===== config.mk =====
export PLATFORM = sky130hd
export DESIGN_NAME = l2_port_arbiter_flat
export DESIGN_NICKNAME = d
export VERILOG_FILES = /design/src/rtl/l2_port_arbiter_if.sv /design/src/rtl/l2_port_arbiter.sv /design/src/flat_wrapper.sv
export SDC_FILE = /design/constraint.sdc
export NUM_CORES = 1
export LEC_CHECK = 0
export CORE_MARGIN = 2
export CORE_UTILIZATION = 43
export DETAILED_ROUTE_END_ITERATION = 10
export PLACE_DENSITY = 0.78
export SLEW_MARGIN = 20
export SYNTH_ARGS = -nofsm -noshare
export SYNTH_HDL_FRONTEND = slang
export SYNTH_SLANG_ARGS = --single-unit

===== constraint.sdc =====
create_clock -name clk -period 3.5 [get_ports clk]
set_input_delay 0.35 -clock clk [delete_from_list [all_inputs] [get_ports clk]]
set_output_delay 0.35 -clock clk [all_outputs]
set_load 0.03 [all_outputs]

===== src/rtl/l2_port_arbiter_if.sv =====
// Bundle of the two requester ports and the shared L2 cache group command port.
// master = the arbiter itself, slave = the surrounding requesters and cache.
interface l2_port_arbiter_if #(
  parameter int ADDR_W  = 32,
  parameter int DATA_W  = 32,
  parameter int BURST_W = 5
);
  logic               p0_rreq;
  logic               p0_wreq;
  logic [ADDR_W-1:0]  p0_addr;
  logic [BURST_W-1:0] p0_burst;
  logic [DATA_W-1:0]  p0_wdata;
  logic [DATA_W-1:0]  p0_rdata;
  logic               p0_busy;
  logic               p0_done;
  logic               p1_rreq;
  logic               p1_wreq;
  logic [ADDR_W-1:0]  p1_addr;
  logic [BURST_W-1:0] p1_burst;
  logic [DATA_W-1:0]  p1_wdata;
  logic [DATA_W-1:0]  p1_rdata;
  logic               p1_busy;
  logic               p1_done;
  logic               c_rreq;
  logic               c_wreq;
  logic [ADDR_W-1:0]  c_addr;
  logic [BURST_W-1:0] c_burst;
  logic [DATA_W-1:0]  c_wdata;
  logic [DATA_W-1:0]  c_rdata;
  logic               c_busy;
  logic               timeout_err;

  modport master (
    input  p0_rreq, p0_wreq, p0_addr, p0_burst, p0_wdata,
    input  p1_rreq, p1_wreq, p1_addr, p1_burst, p1_wdata,
    input  c_rdata, c_busy,
    output p0_rdata, p0_busy, p0_done, p1_rdata, p1_busy, p1_done,
    output c_rreq, c_wreq, c_addr, c_burst, c_wdata, timeout_err
  );

  modport slave (
    output p0_rreq, p0_wreq, p0_addr, p0_burst, p0_wdata,
    output p1_rreq, p1_wreq, p1_addr, p1_burst, p1_wdata,
    output c_rdata, c_busy,
    input  p0_rdata, p0_busy, p0_done, p1_rdata, p1_busy, p1_done,
    input  c_rreq, c_wreq, c_addr, c_burst, c_wdata, timeout_err
  );
endinterface


===== src/rtl/l2_port_arbiter.sv =====
// Two-port round-robin arbiter in front of one L2 cache group command port.
// One request slot per port; the winner is replayed onto the cache and tracked through its busy window.
module l2_port_arbiter #(
  parameter int ADDR_W  = 32,
  parameter int DATA_W  = 32,
  parameter int BURST_W = 5,
  parameter int DRAIN   = 3,
  parameter int TIMEOUT = 1023
) (
  input  logic              clk,
  input  logic              reset,
  l2_port_arbiter_if.master bus
);
  localparam int TW = $clog2(TIMEOUT + 1);
  localparam int DW = (DRAIN > 1) ? $clog2(DRAIN) : 1;
  localparam logic [TW-1:0] TO_MAX   = TW'(TIMEOUT);
  localparam logic [DW-1:0] DRN_LAST = DW'(DRAIN - 1);

  typedef enum logic [2:0] {
    S_IDLE      = 3'd0,
    S_ISSUE     = 3'd1,
    S_WAIT_BUSY = 3'd2,
    S_WAIT_DONE = 3'd3,
    S_DRAIN     = 3'd4
  } state_e;

  state_e             state_q, state_d;
  logic [1:0]         vld_q, wr_q, done_q, done_d, clr_s;
  logic [1:0]         rreq_s, wreq_s;
  logic [ADDR_W-1:0]  addr_q [2];
  logic [BURST_W-1:0] burst_q [2];
  logic [ADDR_W-1:0]  p_addr_s [2];
  logic [BURST_W-1:0] p_burst_s [2];
  logic               owner_q, owner_d, prio_q, prio_d, grant_s;
  logic [ADDR_W-1:0]  c_addr_q, c_addr_d;
  logic [BURST_W-1:0] c_burst_q, c_burst_d;
  logic               c_rreq_q, c_rreq_d, c_wreq_q, c_wreq_d;
  logic               terr_q, terr_d, own_act_s;
  logic [TW-1:0]      to_cnt_q, to_cnt_d, to_inc_s;
  logic [DW-1:0]      drn_cnt_q, drn_cnt_d;

  assign rreq_s       = {bus.p1_rreq, bus.p0_rreq};
  assign wreq_s       = {bus.p1_wreq, bus.p0_wreq};
  assign p_addr_s[0]  = bus.p0_addr;
  assign p_addr_s[1]  = bus.p1_addr;
  assign p_burst_s[0] = bus.p0_burst;
  assign p_burst_s[1] = bus.p1_burst;
  assign to_inc_s     = (to_cnt_q == TO_MAX) ? to_cnt_q : to_cnt_q + TW'(1);

  // Per-port request slots: capture while empty, release on the completion edge
  always_ff @(posedge clk) begin
    if (reset) begin
      vld_q <= 2'b00;
      wr_q  <= 2'b00;
      for (int n = 0; n < 2; n++) begin
        addr_q[n]  <= '0;
        burst_q[n] <= '0;
      end
    end else begin
      for (int n = 0; n < 2; n++) begin
        if (clr_s[n]) begin
          vld_q[n] <= 1'b0;
        end else if (!vld_q[n] && (rreq_s[n] || wreq_s[n])) begin
          vld_q[n]   <= 1'b1;
          wr_q[n]    <= !rreq_s[n];
          addr_q[n]  <= p_addr_s[n];
          burst_q[n] <= (p_burst_s[n] == '0) ? BURST_W'(1) : p_burst_s[n];
        end
      end
    end
  end

  // FSM state and registered cache/completion outputs
  always_ff @(posedge clk) begin
    if (reset) begin
      state_q   <= S_IDLE;
      owner_q   <= 1'b0;
      prio_q    <= 1'b0;
      c_addr_q  <= '0;
      c_burst_q <= '0;
      c_rreq_q  <= 1'b0;
      c_wreq_q  <= 1'b0;
      done_q    <= 2'b00;
      terr_q    <= 1'b0;
      to_cnt_q  <= '0;
      drn_cnt_q <= '0;
    end else begin
      state_q   <= state_d;
      owner_q   <= owner_d;
      prio_q    <= prio_d;
      c_addr_q  <= c_addr_d;
      c_burst_q <= c_burst_d;
      c_rreq_q  <= c_rreq_d;
      c_wreq_q  <= c_wreq_d;
      done_q    <= done_d;
      terr_q    <= terr_d;
      to_cnt_q  <= to_cnt_d;
      drn_cnt_q <= drn_cnt_d;
    end
  end

  // Next-state logic: grant, issue, busy tracking with timeout, drain and completion
  always_comb begin
    state_d   = state_q;
    owner_d   = owner_q;
    prio_d    = prio_q;
    c_addr_d  = c_addr_q;
    c_burst_d = c_burst_q;
    c_rreq_d  = 1'b0;
    c_wreq_d  = 1'b0;
    terr_d    = terr_q;
    to_cnt_d  = to_cnt_q;
    drn_cnt_d = drn_cnt_q;
    grant_s   = 1'b0;
    done_d    = 2'b00;
    case (state_q)
      S_IDLE: begin
        if (vld_q != 2'b00) begin
          // Both pending: the port that did not win last time goes first
          grant_s   = (vld_q == 2'b11) ? prio_q : vld_q[1];
          owner_d   = grant_s;
          c_addr_d  = addr_q[grant_s];
          c_burst_d = burst_q[grant_s];
          c_rreq_d  = !wr_q[grant_s];
          c_wreq_d  = wr_q[grant_s];
          state_d   = S_ISSUE;
        end else begin
          state_d = S_IDLE;
        end
      end
      S_ISSUE: begin
        to_cnt_d = '0;
        state_d  = S_WAIT_BUSY;
      end
      S_WAIT_BUSY, S_WAIT_DONE: begin
        to_cnt_d = to_inc_s;
        if (to_inc_s == TO_MAX) begin
          terr_d    = 1'b1;
          drn_cnt_d = '0;
          state_d   = S_DRAIN;
        end else if ((state_q == S_WAIT_BUSY) && bus.c_busy) begin
          state_d = S_WAIT_DONE;
        end else if ((state_q == S_WAIT_DONE) && !bus.c_busy) begin
          drn_cnt_d = '0;
          state_d   = S_DRAIN;
        end else begin
          state_d = state_q;
        end
      end
      S_DRAIN: begin
        if (drn_cnt_q == DRN_LAST) begin
          prio_d  = !owner_q;
          owner_d = 1'b0;
          state_d = S_IDLE;
        end else begin
          drn_cnt_d = drn_cnt_q + DW'(1);
          state_d   = S_DRAIN;
        end
      end
      default: begin
        state_d = S_IDLE;
      end
    endcase
    // done and busy-release land together on the edge into the last drain cycle
    if ((state_d == S_DRAIN) && (drn_cnt_d == DRN_LAST)) begin
      done_d = owner_q ? 2'b10 : 2'b01;
    end else begin
      done_d = 2'b00;
    end
  end

  assign clr_s     = done_d;
  assign own_act_s = (state_q == S_WAIT_BUSY) || (state_q == S_WAIT_DONE) || (state_q == S_DRAIN);

  assign bus.p0_rdata    = (own_act_s && !owner_q) ? bus.c_rdata : '0;
  assign bus.p1_rdata    = (own_act_s && owner_q) ? bus.c_rdata : '0;
  assign bus.c_wdata     = (state_q == S_IDLE) ? '0 : (owner_q ? bus.p1_wdata : bus.p0_wdata);
  assign bus.p0_busy     = vld_q[0];
  assign bus.p1_busy     = vld_q[1];
  assign bus.p0_done     = done_q[0];
  assign bus.p1_done     = done_q[1];
  assign bus.c_rreq      = c_rreq_q;
  assign bus.c_wreq      = c_wreq_q;
  assign bus.c_addr      = c_addr_q;
  assign bus.c_burst     = c_burst_q;
  assign bus.timeout_err = terr_q;
endmodule

===== src/flat_wrapper.sv =====
// flat-port wrapper written by rule: the top's interface ports become plain ports
module l2_port_arbiter_flat 
#(
  parameter int ADDR_W  = 32,
  parameter int DATA_W  = 32,
  parameter int BURST_W = 5,
  parameter int DRAIN   = 3,
  parameter int TIMEOUT = 1023
)
  (clk, reset, bus_p0_rreq, bus_p0_wreq, bus_p0_addr, bus_p0_burst, bus_p0_wdata, bus_p1_rreq, bus_p1_wreq, bus_p1_addr, bus_p1_burst, bus_p1_wdata, bus_c_rdata, bus_c_busy, bus_p0_rdata, bus_p0_busy, bus_p0_done, bus_p1_rdata, bus_p1_busy, bus_p1_done, bus_c_rreq, bus_c_wreq, bus_c_addr, bus_c_burst, bus_c_wdata, bus_timeout_err);
  l2_port_arbiter_if #(.ADDR_W(ADDR_W), .DATA_W(DATA_W), .BURST_W(BURST_W)) bus_i ();
  input  logic clk;
  input  logic reset;
  input wire logic [$bits(bus_i.p0_rreq)-1:0] bus_p0_rreq;
  input wire logic [$bits(bus_i.p0_wreq)-1:0] bus_p0_wreq;
  input wire logic [$bits(bus_i.p0_addr)-1:0] bus_p0_addr;
  input wire logic [$bits(bus_i.p0_burst)-1:0] bus_p0_burst;
  input wire logic [$bits(bus_i.p0_wdata)-1:0] bus_p0_wdata;
  input wire logic [$bits(bus_i.p1_rreq)-1:0] bus_p1_rreq;
  input wire logic [$bits(bus_i.p1_wreq)-1:0] bus_p1_wreq;
  input wire logic [$bits(bus_i.p1_addr)-1:0] bus_p1_addr;
  input wire logic [$bits(bus_i.p1_burst)-1:0] bus_p1_burst;
  input wire logic [$bits(bus_i.p1_wdata)-1:0] bus_p1_wdata;
  input wire logic [$bits(bus_i.c_rdata)-1:0] bus_c_rdata;
  input wire logic [$bits(bus_i.c_busy)-1:0] bus_c_busy;
  output wire logic [$bits(bus_i.p0_rdata)-1:0] bus_p0_rdata;
  output wire logic [$bits(bus_i.p0_busy)-1:0] bus_p0_busy;
  output wire logic [$bits(bus_i.p0_done)-1:0] bus_p0_done;
  output wire logic [$bits(bus_i.p1_rdata)-1:0] bus_p1_rdata;
  output wire logic [$bits(bus_i.p1_busy)-1:0] bus_p1_busy;
  output wire logic [$bits(bus_i.p1_done)-1:0] bus_p1_done;
  output wire logic [$bits(bus_i.c_rreq)-1:0] bus_c_rreq;
  output wire logic [$bits(bus_i.c_wreq)-1:0] bus_c_wreq;
  output wire logic [$bits(bus_i.c_addr)-1:0] bus_c_addr;
  output wire logic [$bits(bus_i.c_burst)-1:0] bus_c_burst;
  output wire logic [$bits(bus_i.c_wdata)-1:0] bus_c_wdata;
  output wire logic [$bits(bus_i.timeout_err)-1:0] bus_timeout_err;
  assign bus_i.p0_rreq = bus_p0_rreq;
  assign bus_i.p0_wreq = bus_p0_wreq;
  assign bus_i.p0_addr = bus_p0_addr;
  assign bus_i.p0_burst = bus_p0_burst;
  assign bus_i.p0_wdata = bus_p0_wdata;
  assign bus_i.p1_rreq = bus_p1_rreq;
  assign bus_i.p1_wreq = bus_p1_wreq;
  assign bus_i.p1_addr = bus_p1_addr;
  assign bus_i.p1_burst = bus_p1_burst;
  assign bus_i.p1_wdata = bus_p1_wdata;
  assign bus_i.c_rdata = bus_c_rdata;
  assign bus_i.c_busy = bus_c_busy;
  assign bus_p0_rdata = bus_i.p0_rdata;
  assign bus_p0_busy = bus_i.p0_busy;
  assign bus_p0_done = bus_i.p0_done;
  assign bus_p1_rdata = bus_i.p1_rdata;
  assign bus_p1_busy = bus_i.p1_busy;
  assign bus_p1_done = bus_i.p1_done;
  assign bus_c_rreq = bus_i.c_rreq;
  assign bus_c_wreq = bus_i.c_wreq;
  assign bus_c_addr = bus_i.c_addr;
  assign bus_c_burst = bus_i.c_burst;
  assign bus_c_wdata = bus_i.c_wdata;
  assign bus_timeout_err = bus_i.timeout_err;
  l2_port_arbiter #(.ADDR_W(ADDR_W), .DATA_W(DATA_W), .BURST_W(BURST_W), .DRAIN(DRAIN), .TIMEOUT(TIMEOUT)) u_core (.clk(clk), .reset(reset), .bus(bus_i));
endmodule

== Word level (Yosys, flattened, before mapping) ==
Memory sizes are Yosys's and may differ from the RTL's. A register that Yosys moved wholly into a read port is not among the register bits.
Index checks and enable logic that the tools add are counted.
W data, S select, Z words.

* Add/sub/neg operators: 2
* Magnitude comparators: 1
* Eq/ne operators: 12
* Multiplexer cells: 41
* Bitwise gates (word level): 8
* Reduce and logical (&&, ||, !) cells: 34

{| class="wikitable"
|+ Operators with widths
! cell !! number
|-
| $mux W32 || 6
|-
| $eq A10 B10 Y1 const B || 2
|-
| $mux W5 || 4
|-
| $pmux W10 S2 || 1
|-
| $mux W1 || 16
|-
| $mux W2 || 6
|-
| $mux W3 || 4
|-
| $pmux W3 S4 || 1
|-
| $add A10 B1 Y10 const B || 1
|-
| $logic_not A5 Y1 || 2
|-
| $mux W10 || 1
|-
| $reduce_and A2 Y1 || 5
|-
| $logic_and A1 B1 Y1 || 7
|-
| $logic_not A1 Y1 || 7
|-
| $eq A2 B2 Y1 const B || 3
|-
| $eq A3 B2 Y1 const B || 2
|-
| $eq A3 B3 Y1 const B || 2
|-
| $reduce_bool A2 Y1 || 3
|-
| $reduce_or A2 Y1 || 3
|-
| $logic_or A1 B1 Y1 || 4
|-
| $ne A2 B1 Y1 const B || 2
|-
| $not A1 Y1 || 4
|-
| $or A1 B1 Y1 || 4
|-
| $pmux W2 S2 || 1
|-
| 7 further kinds || 7
|}

* Bits in registers: 26
* Bits in writable memories: 74
* Bits of input ports: 177
* Output and inout port bits: 140
* Word-level logic and storage cells: 113
* Memories: 2

{| class="wikitable"
|+ Memories
! name !! words !! width !! read ports !! clocked after Yosys merged registers in !! write ports !! RTL line !! RTL
|-
| u_core.addr_q || 2 || 32 || 1 || 1 || 2 || l2_port_arbiter.sv:30 || <nowiki>logic [ADDR_W-1:0] addr_q [2];</nowiki>
|-
| u_core.burst_q || 2 || 5 || 1 || 1 || 2 || l2_port_arbiter.sv:31 || <nowiki>logic [BURST_W-1:0] burst_q [2];</nowiki>
|}

== Depth between registers and ports, before layout ==
Gate-level depths: netlist of the first run.

* Word-level depth: 13
* Gate-level depth with buffers: 10
* Mapped depth without buffers: 8

== Least setup slack after synthesis of the first run ==
OpenSTA, ideal clock, no wires.

* Path type: register to register
* From: reg u_core.drn_cnt_q[0]
* To: mem u_core.addr_q[0][0] (enable)
* Data arrival time: 2.274 ns
* Data required time: 3.107 ns
* Path slack: 0.833 ns
* Stages on the path, launching flop included: 8
* Path buffers: 0
* Clock period less this slack: 2.667 ns
* Cells stage by stage: dfxtp_1 > inv_1 > ha_1 > nor3b_1 > o21ai_0 > a21oi_2 > o21ai_2 > a21o_1

{| class="wikitable"
|+ RTL lines
! what !! RTL line !! RTL
|-
| start: declaration || l2_port_arbiter.sv:40 || <nowiki>logic [DW-1:0] drn_cnt_q, drn_cnt_d;</nowiki>
|-
| start signal: assignment || l2_port_arbiter.sv:98 || <nowiki>drn_cnt_q <= drn_cnt_d;</nowiki>
|-
| end: declaration || l2_port_arbiter.sv:30 ||
|}

== Worst setup path after layout of the first run ==
* From: reg u_core.state_q[1]
* To: out bus_p0_rdata[7]

* Longest elaborated chain between the ends: 5
* Elaborated cells between the ends (all ways): 7

{| class="wikitable"
|+ Ends and longest elaborated chain
! what !! RTL line !! RTL
|-
| start: declaration || l2_port_arbiter.sv:27 || <nowiki>state_e state_q, state_d;</nowiki>
|-
| start signal: assignment || l2_port_arbiter.sv:88 || <nowiki>state_q <= state_d;</nowiki>
|-
| $eq A3 B2 Y1 || l2_port_arbiter.sv:173 || <nowiki>assign own_act_s = (state_q == S_WAIT_BUSY) || (state_q == S_WAIT_DONE) || (state_q == S_DRAIN);</nowiki>
|-
| $logic_or A1 B1 Y1 || l2_port_arbiter.sv:173 ||
|-
| $logic_or A1 B1 Y1 (*) || l2_port_arbiter.sv:173 ||
|-
| $logic_and A1 B1 Y1 (*) || l2_port_arbiter.sv:175 || <nowiki>assign bus.p0_rdata = (own_act_s && !owner_q) ? bus.c_rdata : '0;</nowiki>
|-
| $mux W32 (*) || l2_port_arbiter.sv:175 ||
|-
| end: declaration || flat_wrapper.sv:26 || <nowiki>output wire logic [$bits(bus_i.p0_rdata)-1:0] bus_p0_rdata;</nowiki>
|}

Every way passes the cells marked *; elsewhere a longest branch is shown, timed or not.

==> Implementation_results.wiki, run 1 <==
{| class="wikitable"
! Metric !! Value
|-
| CP Cell Sequence || inv_1, nor2_1, a21oi_1, nor2_1, buf_4, and2_1, clkdlybuf4s50_1
|-
| Post-route cell area || between 10000 and 15000 sq um
|-
| Count of state elements after synthesis || 137
|-
| Count of endpoints failing setup in the final report || 0
|-
| Post-synthesis instance area || ~7500 sq um
|-
| CTS H-tree lvls || 4
|-
| Post-synthesis net count || 851
|-
| Achievable clock frequency || 349 MHz
|-
| Port-buffer cells || 316
|-
| Aggregate global-route resource usage || 24.9%
|-
| Slowest cell delay on critical path || 0.70 ns
|-
| Synth Warn # || 0
|-
| Residual overflow from global routing || 0
|-
| Clock tree root driver cell || clkbuf_16
|-
| Synthesis-to-layout area growth || 51.7%
|-
| Initial DRC count || 662
|-
| Vertical die dimension || about 140 um
|-
| Arrival time of the worst setup path || 2.51 ns
|-
| Setup repair bufs after CTS || 0
|-
| Post-detail-place hpwl || between 15000 and 20000 um
|-
| Wire length of the first global-routing pass || 34400 um
|-
| Start point of the critical path || u_core.state_q[1]
|-
| CTS resizes || 0
|-
| Count of clock tree sinks || 137
|-
| Final hold vios || 0
|-
| Wire length reported by the detailed router || about 23000 um
|-
| Average cell area after synthesis || 11.2 sq um
|-
| Cell with the largest stage delay on the worst path || clkdlybuf4s50_1
|-
| First-pass detailed-route iteration total || 6
|-
| Critical path start-end classification || reg -> out
|-
| Met2 capacity usage during global routing || 36.2%
|-
| Worst hold slack across all endpoints || 0.424 ns
|-
| Slew Limit Headroom || 48.6%
|-
| Number of nets with antenna violations after detailed routing || 0
|-
| Clk_skew || 0.00733 ns
|-
| CP Data Required Time || 3.15 ns
|-
| Number of antenna cells inserted || 0
|-
| Total power draw || 5.33 mW
|-
| Cell type with the highest aggregate area in the netlist || edfxtp_1
|-
| Largest net degree at the start of global routing || 75
|-
| Most used flip-flop cell after synthesis || edfxtp_1
|-
| Routed vias/inst || between 5 and 6
|-
| Io pins || 317
|-
| Routed wire length per instance || 19.7 um
|-
| Max Transition Viols Final || 0
|-
| Initial standard-cell utilization of the core || a little over two fifths
|-
| Sort of element at the end of the critical path || primary output
|-
| Cell Area, Placed || 10800 sq um
|-
| Most used cell, CP || nor2_1
|-
| Pin slew with the least headroom to its limit || 0.770 ns
|-
| Fraction of synthesis flops using an asynchronous set or reset pin || 0%
|-
| Share of layout cells above drive strength 1 || 14.8%
|-
| Launch instance of the worst register-to-register path || u_core.state_q[2]
|-
| Portion of the post-synthesis area used by sequential elements || 46.2%
|-
| Distinct cells, synth || 57
|-
| Clock latency reported for the late side of the worst-skew pair || 0.42 ns
|-
| Vias post-DR || 6374
|-
| Maximum clock insertion buffer count || 2
|-
| Top post-synthesis cells by area || edfxtp_1 (29%), dfxtp_1 (17%), nor4b_2 (12%)
|-
| Die extent in x || between 100 and 150 um
|-
| Final weighted congestion of routability-driven global placement || 0.906
|-
| Final critical-path required period || 2.86 ns
|-
| MaxCap Viol Count || 0
|-
| Fill count || around 1300
|-
| RSZ-0062 raised after global routing || no
|-
| Post-synth top area share || 29.5%
|-
| Number of remaining DRC errors || 0
|-
| Overall die area || between 15000 and 20000 sq um
|-
| Final worst path period share || between 80% and 90%
|-
| Number of CTS-inserted buffers || 17
|-
| Power per standard cell area || roughly 470 nW/um^2
|-
| Class of the tightest hold or removal check || in -> reg
|-
| Number of hold-repair buffers added at the cts stage || 0
|-
| Worst hold start || reset
|-
| Type of element launching the critical path || flop
|-
| Vias in the first global route || 5955
|-
| CTS clk-pin slew, worst paths || approximately 0.060 ns
|-
| Busiest grt layer || met2
|-
| Outcome || completed
|-
| Met1 usage || a little over a third
|-
| Routing usage on met3 || a little over 8%
|-
| Antenna violations before repair || 1
|-
| Worst-path fanout max || 32
|-
| CTS tree || yes
|-
| FP Rows || 48
|-
| Maximum vdd drop || 378 uV
|-
| Post-synth EDFFs || 74
|-
| Post-route core utilization || between 60% and 70%
|-
| Area of the core || roughly 17000 sq um
|-
| Standby leakage power || 4.16 nW
|-
| Total negative slack || 0 ns
|-
| Post-layout net count || 1137
|-
| Cells after Synth || 671
|}
[critical path, delay by kind of cell, from the launching register on]
family                 cells  cell delay (ns)
AO/OA/AOI/OAI              1             0.07
buffers and inverters      3             1.12
flip-flops                 1             0.45
AND/OR/NAND/NOR            3             0.44
[cells by family after synthesis]
family,Yosys count,synth area share (%)
XOR/XNOR,1,0.116
buffers and inverters,73,6.10
multiplexers,70,9.30
adder cells (fa/ha/maj),3,0.498
AND/OR/NAND/NOR,289,28.2
AO/OA/AOI/OAI,98,9.52
flip-flops,137,46.2
[flip-flops by register name, indices dropped and copies added, names as in the netlist]
name and count:
u_core.bus.timeout_err 1, u_core.prio_q 1, u_core.state_q 3, u_core.done_q 2, u_core.to_cnt_q 10, u_core.vld_q 2, u_core.burst_q 10, u_core.owner_q 1
u_core.wr_q 2, u_core.bus.c_addr 32, u_core.bus.c_wreq 1, u_core.bus.c_burst 5, u_core.bus.c_rreq 1, u_core.addr_q 64, u_core.drn_cnt_q 2
[Yosys cell counts, types with 3 or more instances]
cell / instances
nor2_1: 97
edfxtp_1: 74
mux2i_1: 70
and2_1: 67
dfxtp_1: 63
nor4b_2: 59
a211oi_1: 43
clkbuf_1: 34
a21oi_1: 14
nor4b_1: 14
buf_2: 9
inv_1: 9
nand2_1: 9
o21ai_0: 9
nand4_1: 8
a31oi_1: 7
buf_12: 7
buf_6: 7
nor3_1: 7
nand3_1: 6
buf_1: 5
ha_1: 3
[path summary, 6_finish.rpt]
check,endpoint,slack [ns],depth (start not counted)
worst max-delay path,bus_p0_rdata[7],0.64,7
worst min-delay path,u_core.to_cnt_q[0],0.42,2
worst max register to register,u_core.addr_q[0][9],0.67,7
worst min register to register,u_core.bus.timeout_err,0.47,2
[metrics by stage]
stage | cells | setup slack [ns]
6_report | 1195 | 0.636
3_3_place_gp | 1163 | 0.690
4_1_cts | 1195 | 0.621
3_5_place_dp | 1163 | 0.627
5_1_grt | 1195 | 0.489
2_1_floorplan | 671 | 0.833
[routing by layer]
layer	up-vias	wire, um
met3	21	1990
met4	2	238
met2	268	10800
met5	-	12
met1	3010	10400
li1	3073	-
[layout make-up]
class | count | area [sq um] | area share, %
Multi-Input combinational cell | 461 | 3620 | 31.7
Tap cell | 225 | 282 | 2.46
Inverter | 9 | 33.8 | 0.296
Clock inverter | 13 | 168 | 1.47
Timing Repair Buffer | 331 | 3390 | 29.7
Sequential cell | 137 | 3480 | 30.5
Clock buffer | 19 | 443 | 3.88
[report_power, final]
group	leakage [nW]	internal, mW	switching [mW]	total, mW
Combinational	2.55	0.688	0.834	1.52
Clock	0.294	1.15	0.706	1.85
Sequential	1.32	1.87	0.0896	1.96
[layout by cell type (no fill, tap or decap), types with 8 or more instances in the layout]
| cell type | count |
|---|---|
| a211oi_1 | 42 |
| a21oi_1 | 14 |
| and2_1 | 67 |
| buf_12 | 13 |
| buf_4 | 20 |
| clkbuf_16 | 17 |
| clkdlybuf4s50_1 | 297 |
| dfxtp_1 | 62 |
| edfxtp_1 | 74 |
| inv_1 | 9 |
| mux2i_1 | 70 |
| nand2_1 | 9 |
| nand4_1 | 8 |
| nor2_1 | 96 |
| nor4b_1 | 14 |
| nor4b_2 | 59 |
| o21ai_0 | 9 |
(Power assumes the default switching activity.)
==> inputs of run 2 (changes only) <==
--- a/config.mk
+++ b/config.mk
@@ -6,9 +6,9 @@
 export NUM_CORES = 1
 export LEC_CHECK = 0
 export CORE_MARGIN = 2
-export CORE_UTILIZATION = 43
+export CORE_UTILIZATION = 39
 export DETAILED_ROUTE_END_ITERATION = 10
-export PLACE_DENSITY = 0.78
+export PLACE_DENSITY = 0.74
 export SLEW_MARGIN = 20
 export SYNTH_ARGS = -nofsm -noshare
 export SYNTH_HDL_FRONTEND = slang
==> constraint.sdc (replaced) <==
create_clock -name clk -period 2.4 [get_ports clk]
set_input_delay 0.24 -clock clk [delete_from_list [all_inputs] [get_ports clk]]
set_output_delay 0.24 -clock clk [all_outputs]
set_load 0.03 [all_outputs]
==> run 2 against run 1 <==
Effect of this change: utilization down 3.5 points; critical endpoint is now u_core.addr_q[0][5]; non-clock buffer count up 33; clock skew about the same; die area up 10%; register-to-register slack worse by 0.59 ns; critical path type is now reg -> reg; setup slack worse by 0.56 ns; clock power up 42%; critical path depth up 1; count of clock-buffer cells in the layout down 2; via count up 2.0%.
==> Implementation_results.wiki, run 2 (synthesis gave the netlist of run 1 again) <==
{| class="wikitable"
! Metric !! Value
|-
| Slew Limit Headroom || 64.2%
|-
| Synthesis-to-layout area growth || 57.0%
|-
| CP Data Required Time || 2.56 ns
|-
| Clk_skew || 0.00686 ns
|-
| Maximum clock insertion buffer count || 2
|-
| PnR worst setup slack || 0.0775 ns
|-
| Sort of element at the end of the critical path || flop
|-
| Post-Layout Cell Count || 1264
|-
| Largest net degree at the start of global routing || 66
|-
| Clock network fraction of design power || 33.8%
|-
| Outcome || completed
|-
| Die extent in x || 143 um
|-
| Routed wire length per instance || just under 20 um
|-
| Sequential Area || ~3500 sq um
|-
| Setup Slack @ Placement || -0.0504 ns
|-
| Final worst path period share || 96.8%
|-
| Combinational power share || 29.5%
|-
| Area used by multi-input combinational logic || 3730 sq um
|-
| Number of flip-flops under the largest register name || 64
|-
| Switching power total || 2.46 mW
|-
| Count of endpoints failing setup in the final report || 0
|-
| Fill count || ~1500
|-
| Most used cells in the layout excluding fill and tap cells || clkdlybuf4s50_1 (219), nor2_1 (96), buf_4 (86)
|-
| Cell Area, Placed || 10900 sq um
|-
| Clock tree root driver cell || clkbuf_16
|-
| FP Rows || 50
|-
| Area of the core || between 15000 and 20000 sq um
|-
| Leading cell type in the layout, fill and taps excluded || clkdlybuf4s50_1
|-
| Type of element launching the critical path || flop
|-
| Final critical-path required period || 2.32 ns
|-
| MaxCap Viol Count || 0
|-
| Overall die area || 20400 sq um
|-
| Post-detail-place hpwl || roughly 18000 um
|-
| Vias in the first global route || 6246
|-
| Post-route cell area || between 10000 and 15000 sq um
|-
| Critical path start-end classification || reg -> reg
|-
| Max Transition Viols Final || 0
|-
| Pin slew with the least headroom to its limit || 0.531 ns
|-
| Post-layout net count || between 1000 and 1500
|-
| Maximum vdd drop || 490 uV
|-
| Worst-path fanout max || 19
|-
| Worst hold slack across all endpoints || 0.231 ns
|-
| Share of layout cells above drive strength 1 || a little under a quarter
|-
| Initial DRC count || 383
|-
| Clock latency reported for the late side of the worst-skew pair || about 0.42 ns
|-
| Number of remaining DRC errors || 0
|-
| Number of hold-repair buffers added at the cts stage || 0
|-
| Routed vias/inst || 5.14
|-
| Internal cell power || 5.29 mW
|-
| CTS tree || yes
|-
| Final hold vios || 0
|-
| Arrival time of the worst setup path || approximately 2.5 ns
|-
| Post-route core utilization || 62.8%
|-
| Cell with the largest stage delay on the worst path || dfxtp_1
|-
| Standby leakage power || 4.61 nW
|-
| Register with the highest flop count || u_core.addr_q
|-
| Total negative slack || 0 ns
|-
| Class of the tightest hold or removal check || in -> reg
|-
| Initial standard-cell utilization of the core || 40.0%
|-
| Port-buffer cells || 316
|-
| Residual overflow from global routing || 0
|-
| Count of clock tree sinks || roughly 140
|-
| Wire length reported by the detailed router || between 20000 and 30000 um
|-
| Power per standard cell area || 655 nW/um^2
|-
| CTS clk-pin slew, worst paths || 0.06 ns
|-
| Number of nets with antenna violations after detailed routing || 0
|-
| CP Cell Sequence || or2_1, o32a_4, nor4b_4, o21ai_4, nor2_4, buf_12, clkbuf_16, nor4b_2
|-
| Antenna violations before repair || 3
|-
| Total power draw || 7.75 mW
|-
| Slowest cell delay on critical path || 0.38 ns
|-
| Number of CTS-inserted buffers || 17
|-
| Vias post-DR || 6502
|-
| Wire length of the first global-routing pass || 35700 um
|-
| Final weighted congestion of routability-driven global placement || just over 0.8
|-
| Aggregate global-route resource usage || 23.1%
|-
| Proportion of power drawn by flip-flops and latches || between 30% and 40%
|-
| Achievable clock frequency || 431 MHz
|-
| CTS H-tree lvls || 4
|-
| Io pins || ~320
|-
| Sw frac || 31.7%
|-
| First-pass detailed-route iteration total || 7
|-
| Placed insts || 1219
|-
| Vertical die dimension || 143 um
|}
## run 2: cell types whose count changed in the layout (fill, tap and decap cells not counted), moves of 5 or more
cell | previous run | this run
clkdlybuf4s50_1 | 297 | 219
dlygate4sd2_1 | 0 | 32
clkbuf_16 | 17 | 22
nor4b_2 | 59 | 67
buf_4 | 20 | 86
nor4b_1 | 14 | 3
## run 2: timing repair
| action | in CTS | in global routing |
|---|---|---|
| setup endpoints to repair | 34 | 150 |
| pin swaps | 0 | 6 |
| cloned | 0 | 6 |
| buffers inserted | 0 | 6 |
| gates resized for setup | 35 | 21 |
| hold endpoints to repair | 0 | 0 |
## run 2: path summary, 6_finish.rpt
kind                                             start                     end  slack, ns  cells past startpoint
worst max-delay path                 u_core.state_q[0]     u_core.addr_q[0][5]       0.08                      8
worst min-delay path                             reset           u_core.prio_q       0.23                      2
worst max register to register       u_core.state_q[0]     u_core.addr_q[0][5]       0.08                      8
worst min register to register  u_core.bus.timeout_err  u_core.bus.timeout_err       0.45                      2
## run 2: area by class of cell
type | instances | area share [%]
timing repair buffer | 364 | 30.9
clock buffer | 17 | 3.60
tap | 260 | 2.75
inverter | 9 | 0.286
sequential | 137 | 29.5
clock inverter | 15 | 1.39
multi-input combinational | 461 | 31.5
antenna | 1 | 0.0212
## run 2: power groups by stage
stage	Combinational [mW]	Sequential [mW]	Clock (mW)
floorplan	1.07	3.07	0
global placement	2.26	2.88	0
global route	2.43	2.87	2.74
finish	2.29	2.84	2.62
CTS	2.24	2.84	2.65
detailed placement	2.28	2.89	0
## run 2: worst max-delay path: cells and delay by family, from the launching register on
kind	cells	cell delay, ns
buf+inv	2	0.36
simple gates	4	0.82
flops	1	0.38
compound gates	2	0.50
## run 2: layer usage
layer	part of all wire [%]	global-route usage [%]	wire [um]
met3	7.2	6.51	1820
met1	43	31.7	10700
met4	1.7	6.10	434
met5	0.11	0	28
met2	48	36.1	12100
